`src/rtl/machine_timer_unit.sv`:
```
// machine_timer_unit: memory-mapped mtime/mtimecmp/msip timer producing MTIP and MSIP
// Optional prescaler: define RAFI_TIMER_PRESCALE_EN to tick mtime every PRESCALE clocks.
// Ports:
//   clk, rst         core clock, synchronous active-high reset
//   req, we          one register access per asserted req cycle; we=1 write, we=0 read
//   addr[2:0]        0 msip, 1 mtimecmp lo, 2 mtimecmp hi, 3 mtime lo, 4 mtime hi, 5..7 unused
//   wdata[31:0]      write data
//   ack, rdata[31:0] response one cycle after req; rdata holds read data (0 for writes)
//   mtip, msip       timer / software interrupt pending to the CSR unit
module machine_timer_unit #(
    parameter int unsigned PRESCALE     = 1,
    parameter logic [63:0] MTIMECMP_RST = '1
) (
    input  logic        clk,
    input  logic        rst,
    input  logic        req,
    input  logic        we,
    input  logic [2:0]  addr,
    input  logic [31:0] wdata,
    output logic        ack,
    output logic [31:0] rdata,
    output logic        mtip,
    output logic        msip
);
    logic [63:0] mtime, mtime_n, mtimecmp, mtimecmp_n;
    logic [31:0] rd;
    logic        wr, wr_tlo, wr_thi, msip_n, tick;

    assign wr     = req && we;
    assign wr_tlo = wr && addr == 3'd3;
    assign wr_thi = wr && addr == 3'd4;

`ifdef RAFI_TIMER_PRESCALE_EN
    logic [15:0] pcnt;
    assign tick = pcnt == 16'(PRESCALE - 1);
    // A write to either mtime half restarts the prescale period.
    always_ff @(posedge clk) begin
        if (rst) pcnt <= '0;
        else     pcnt <= (wr_tlo || wr_thi || tick) ? '0 : pcnt + 16'd1;
    end
`else
    // PRESCALE is deliberately inert without the prescaler: tick every clock.
    assign tick = (PRESCALE != 0) | 1'b1;
`endif

    always_comb begin
        rd = addr == 3'd0 ? {31'b0, msip} :
             addr == 3'd1 ? mtimecmp[31:0] :
             addr == 3'd2 ? mtimecmp[63:32] :
             addr == 3'd3 ? mtime[31:0] :
             addr == 3'd4 ? mtime[63:32] : 32'b0;
        // A write beats a tick; the untouched half keeps its pre-tick value.
        mtime_n = wr_tlo ? {mtime[63:32], wdata} :
                  wr_thi ? {wdata, mtime[31:0]} :
                  tick   ? mtime + 64'd1 : mtime;
        mtimecmp_n = (wr && addr == 3'd1) ? {mtimecmp[63:32], wdata} :
                     (wr && addr == 3'd2) ? {wdata, mtimecmp[31:0]} : mtimecmp;
        msip_n = (wr && addr == 3'd0) ? wdata[0] : msip;
    end

    always_ff @(posedge clk) begin
        if (rst) begin
            mtime    <= '0;
            mtimecmp <= MTIMECMP_RST;
            msip     <= 1'b0;
            mtip     <= 1'b0;
            ack      <= 1'b0;
            rdata    <= '0;
        end else begin
            mtime    <= mtime_n;
            mtimecmp <= mtimecmp_n;
            msip     <= msip_n;
            // Compare current state, so mtip follows any change one cycle later.
            mtip     <= mtime >= mtimecmp;
            ack      <= req;
            rdata    <= (req && !we) ? rd : 32'b0;
        end
    end
endmodule

```
`config.mk`:
```
export PLATFORM = sky130hd
export DESIGN_NAME = machine_timer_unit
export DESIGN_NICKNAME = d
export VERILOG_FILES = /design/src/rtl/machine_timer_unit.sv
export SDC_FILE = /design/constraint.sdc
export NUM_CORES = 1
export LEC_CHECK = 0
export CELL_PAD_IN_SITES_DETAIL_PLACEMENT = 2
export CELL_PAD_IN_SITES_GLOBAL_PLACEMENT = 2
export CORE_MARGIN = 1
export CORE_UTILIZATION = 30
export CTS_CLUSTER_SIZE = 12
export DETAILED_ROUTE_END_ITERATION = 8
export HOLD_SLACK_MARGIN = 0.06
export PLACE_DENSITY_LB_ADDON = 0.1
export SLEW_MARGIN = 10
export SYNTH_ARGS = -nofsm -noshare
export SYNTH_HDL_FRONTEND = slang
export SYNTH_SLANG_ARGS = --single-unit
```
`constraint.sdc`:
```
create_clock -name clk -period 2.25 [get_ports clk]
set_input_delay 0.225 -clock clk [delete_from_list [all_inputs] [get_ports clk]]
set_output_delay 0.225 -clock clk [all_outputs]
set_load 0.05 [all_outputs]
```
After elaboration in Yosys (flattened, before gate mapping):

Cells that the tools add are included.

* add/sub/neg operators: 1
* order comparisons: 1
* eq/ne operators: 5
* mux-type cells: 8
* bitwise operators: 2
* reductions and logical operators: 12

Operators with widths (count)
* 32-bit two-way mux: 6
* 64-bit by 1-bit adder with 64-bit output, second input constant: 1
* 64-bit greater-or-equal comparator: 1
* 64-bit two-way mux: 1
* 1-bit logical AND: 7
* 3-bit by 2-bit == test with 1-bit output, second input constant: 2
* 3-bit by 1-bit == test with 1-bit output, second input constant: 1
* 3-bit == test, second input constant: 1
* 3-bit zero test: 1
* 3-bit OR reduction: 1
* 2-bit inequality test, second input constant: 1
* 1-bit inverter: 2
* 2-bit AND reduction: 1
* 2-bit OR reduction: 1
* 1-bit zero test: 1
* 1-bit two-way mux: 1

* register bits: 163
* input port bits: 39
* output and inout bits: 35
* word-level logic and storage cells: 38

Logic depth before layout (Yosys ltp):

* depth in word-level cells: 6
* mapped depth: 9
* depth with buffers taken out: 8

Least setup slack after synthesis:

OpenSTA, ideal clock, no wires.

* kind: reg2reg
* from: register mtime[0]
* to: register mtime[62]
* library setup time: 0.074 ns
* data arrival time: 2.188 ns
* required time: 2.176 ns
* setup slack: -0.012 ns
* stages on the path, launching flop included: 8
* buffers on the path: 0
* clock period less this slack: 2.262 ns
* path through: dfxtp_1 ha_1 and3_1 nand4_4 nor4_4 nand3_2 or4_1 a31oi_1

* word-level cells in the longest chain between the ends: 2

RTL lines
* from (decl): RTL line 25 `logic [63:0] mtime, mtime_n, mtimecmp, mtimecmp_n;`
* from (signal assigned): RTL line 70 `mtime <= mtime_n;`
* 64-bit by 1-bit adder with 64-bit output: RTL line 55 `tick ? mtime + 64'd1 : mtime;`
* 64-bit two-way mux: RTL line 54 `wr_thi ? {wdata, mtime[31:0]} :`

No other way between the ends. The select of a mux whose other input is x is not followed.
A chain may end at the register's enable or synchronous reset.

Worst setup path after layout:

* from: register mtime[9]
* to: register mtip

* word-level cells in the longest chain between the ends: 1

RTL lines
* 64-bit greater-or-equal comparator: RTL line 74 `mtip <= mtime >= mtimecmp;`
* to (signal assigned): RTL line 74
* to (decl): RTL line 22 `output logic mtip,`

No other way between the ends.

==> metrics.md <==
| Metric | Value |
|---|---|
| DR WL met2 | `20.5 mm` |
| Netlist cell types | `64` |
| Final hold vios | `0` |
| Layout cell share with drive strength beyond 1 | `0.184` |
| Number of cells in the finished layout apart from fillers | `1,823` |
| Outcome | `complete, no violations` |
| DR pass1 iterations | `5` |
| Pre-CTS setup slack | `-0.469 ns` |
| RSZ-0062 raised after global routing | `true` |
| WL met3 | `1.21 mm` |
| Total track usage | `0.261` |
| Primary FF master, synth | `dfxtp_1` |
| Fill cell count | `3,565` |
| Synth warnings | `0` |
| Hpwl dp | `30.3 mm` |
| DR vias | `10,400` |
| CTS H-tree depth | `4` |
| Drc violations | `0` |
| Cell area after synthesis | `0.00959 mm^2` |
| Syn Nets | `1,356` |
| Post-Synth Adder-Cell Area | `0.0848` |
| Crit Path Max Fanout | `4` |
| Max Transition Viols Final | `0` |
| Final setup viols | `0` |
| Final period util | `0.993` |
| Clock latency on the worst-skew pair | `0.45 ns` |
| Clk buf depth | `2` |
| Die W | `181 um` |
| Avg Cell Area, Syn | `7.66 um^2` |
| Startpoint Class | `flop` |
| Nets | `1,514` |
| Post-Route M1 WL | `20.0 mm` |
| Yosys top cell area share | `0.340` |
| Highest layer used for signal routing | `met4` |
| Leakage power total | `5.33 nW` |
| Register area share after synthesis | `0.340` |
| Worst slew margin | `0.565` |
| Num CTS Buffers | `17` |
| HP Class | `in -> reg` |
| Number of nets with antenna violations after routing | `0` |
| Clock Pin Slew Worst Setup and Hold Paths | `0.07 ns` |
| Worst-Margin Slew | `0.646 ns` |
| Fraction of synthesized area in multiplexers | `0.00313` |
| DR WL/cell | `23.1 um` |
| Largest net degree at the start of global routing | `104` |
| Vias/cell | `5.72` |
| CP required | `2.56 ns` |
| Dpl cells | `1,782` |
| WS Path Type | `reg -> reg` |
| Initial antenna violation count | `1` |
| Crit end category | `flop` |
| Pwr Density | `539 mW/mm^2` |
| Area grow syn2layout | `32.4%` |
| Die Ht | `181 um` |
| VDD IR-drop max | `0.516 mV` |
| Std cell rows | `65` |
| Vias in the first global route | `11,000` |
| CORE AREA | `0.0315 mm^2` |
| Synth area leaders | `dfxtp_1 (34%), ha_1 (8.5%), nor2_1 (7.0%)` |
| Synth top cells by count | `nor2_1 (178), dfxtp_1 (163), nand2_1 (108), a21oi_1 (101), o21ai_0 (79)` |
| Post-synthesis async set-or-reset flop share | `0` |
| Number of primary I/O pins | `74` |
| Drt total wl | `42.2 mm` |
| Initial DRC count | `551` |
| Port bufs | `73` |
| Largest family of logic cells by synthesized area | `compound AO/OA/AOI/OAI gates` |
| Die ar. | `0.0327 mm^2` |
| Compound-Gate Fraction of Synth Area | `0.269` |
| CTS Root Cell | `clkbuf_16` |
| Initial Util | `0.305` |
| Synth Area in XOR/XNOR | `0.000913` |
| Crit path DAT | `2.54 ns` |
| Worst Skew | `0.00868 ns` |
| Area leader, netlist | `dfxtp_1` |
| GP Congestion | `0.840` |
| Min cycle time layout | `2.23 ns` |
| First-pass GRT wire length | `65.9 mm` |
| Max-Cap Viols | `0` |
| Number of synthesized flops with an enable pin | `0` |
| Final Util | `0.403` |
| Post-Synth Simple-Gate Area | `0.239` |
| CTS tree | `built` |
| #FFs+latches synth | `163` |
| Sink Count | `163` |
| Most common cell in the netlist | `nor2_1` |
| Total congestion overflow | `0` |
| Max Freq | `447 MHz` |
| Final worst setup slack | `0.0153 ns` |
| Post-Syn Instances | `1,252` |
[final cells by class]
class | count | area, um^2 | area share
Multi-Input combinational cell | 930 | 5980 | 0.471
Sequential cell | 163 | 3300 | 0.260
Timing Repair Buffer | 231 | 2070 | 0.163
Tap cell | 402 | 503 | 0.0396
Clock buffer | 24 | 492 | 0.0387
Inverter | 67 | 251 | 0.0198
Clock inverter | 5 | 100 | 0.00788
Antenna cell | 1 | 2.50 | 0.000197
[cell families (layout without fill, tap and decap cells)]
group                      count (synthesis)  count (layout)
AOI/OAI and AO/OA                        393             393
adders and majority gates                 65              65
other                                      0               1
muxes                                      3               3
and+or+nand+nor                          468             468
DFF                                      163             163
buffers and inverters                    159             327
xor gates and xnor gates                   1               1
[stage by stage]
step	instance area, um^2	total power (W)	hold WS [ns]	TNS [ns]
after global placement	11700	0.00374	0.455	-0.408
after floorplan	9590	0.00341	0.302	0
after CTS	12400	0.00693	0.286	0
final	12700	0.00684	0.292	0
after global routing	12700	0.00709	0.338	-0.185
after detailed placement	11700	0.00376	0.454	-0.489
[layout by cell type, fill, tap and decap left out, types with 4 or more instances in the layout]
master and n:
inv_1 67, nand3_1 28, buf_4 140, nand4_1 36, clkbuf_16 17, a22oi_1 50
nor4_1 10, clkbuf_8 4, clkdlybuf4s50_1 69, nand2b_1 5, dfxtp_1 140, nor2b_1 5
a221oi_1 14, and2_1 5, ha_1 61, or3_1 14, a21oi_1 98, a31oi_1 34
a211o_1 64, nor3_1 16, and4_1 4, buf_6 6, nand2_1 105, o21ai_0 76
dfxtp_2 20, nor2_1 175, and3_1 11, or4_1 8, a21o_1 10, o211ai_1 10
buf_12 12
[path summary, 6_finish.rpt]
path / slack [ns] / to / depth (start not counted) / startpoint
max reg2reg: 0.02 / mtip / 7 / mtime[9]
min: 0.29 / msip / 5 / addr[1]
max: 0.02 / mtip / 7 / mtime[9]
min reg2reg: 0.49 / mtime[19] / 2 / mtime[19]
[report_power, final]
part | internal (W) | switching, W | leakage (nW) | total (W)
clock network | 0.00185 | 0.00129 | 0.292 | 0.00313
registers | 0.00294 | 0.0000364 | 1.33 | 0.00297
logic | 0.000275 | 0.000460 | 3.70 | 0.000736
total | 0.00506 | 0.00178 | 5.33 | 0.00684
[worst max-delay path, stage by stage, from the launching register on]
cell	delay, ns
dfxtp_4	0.36
ha_1	0.33
a21oi_2	0.19
o21ai_2	0.13
a2111oi_4	0.28
o41ai_4	0.19
a221oi_2	0.41
o221ai_1	0.20
[state kept, by name (all words and copies together), names as in the netlist]
signal	cells
mtime	64
mtimecmp	64
rdata	32
ack	1
msip	1
mtip	1
[layer usage]
layer / up-vias / global-route usage
met5: - / 0
met4: 0 / 0.0578
met3: 30 / 0.0333
met2: 169 / 0.449
met1: 5349 / 0.346
li1: 4883 / -
[repair_timing]
item / in CTS / in global routing
setup endpoints to repair: 5 / 33
hold buffers: 1 / 0
setup buffers: 0 / 10
pin swaps: 5 / 22
resized for setup: 21 / 56
endpoints found under the hold margin: 1 / 0
Power figures use the tool's default switching activity.
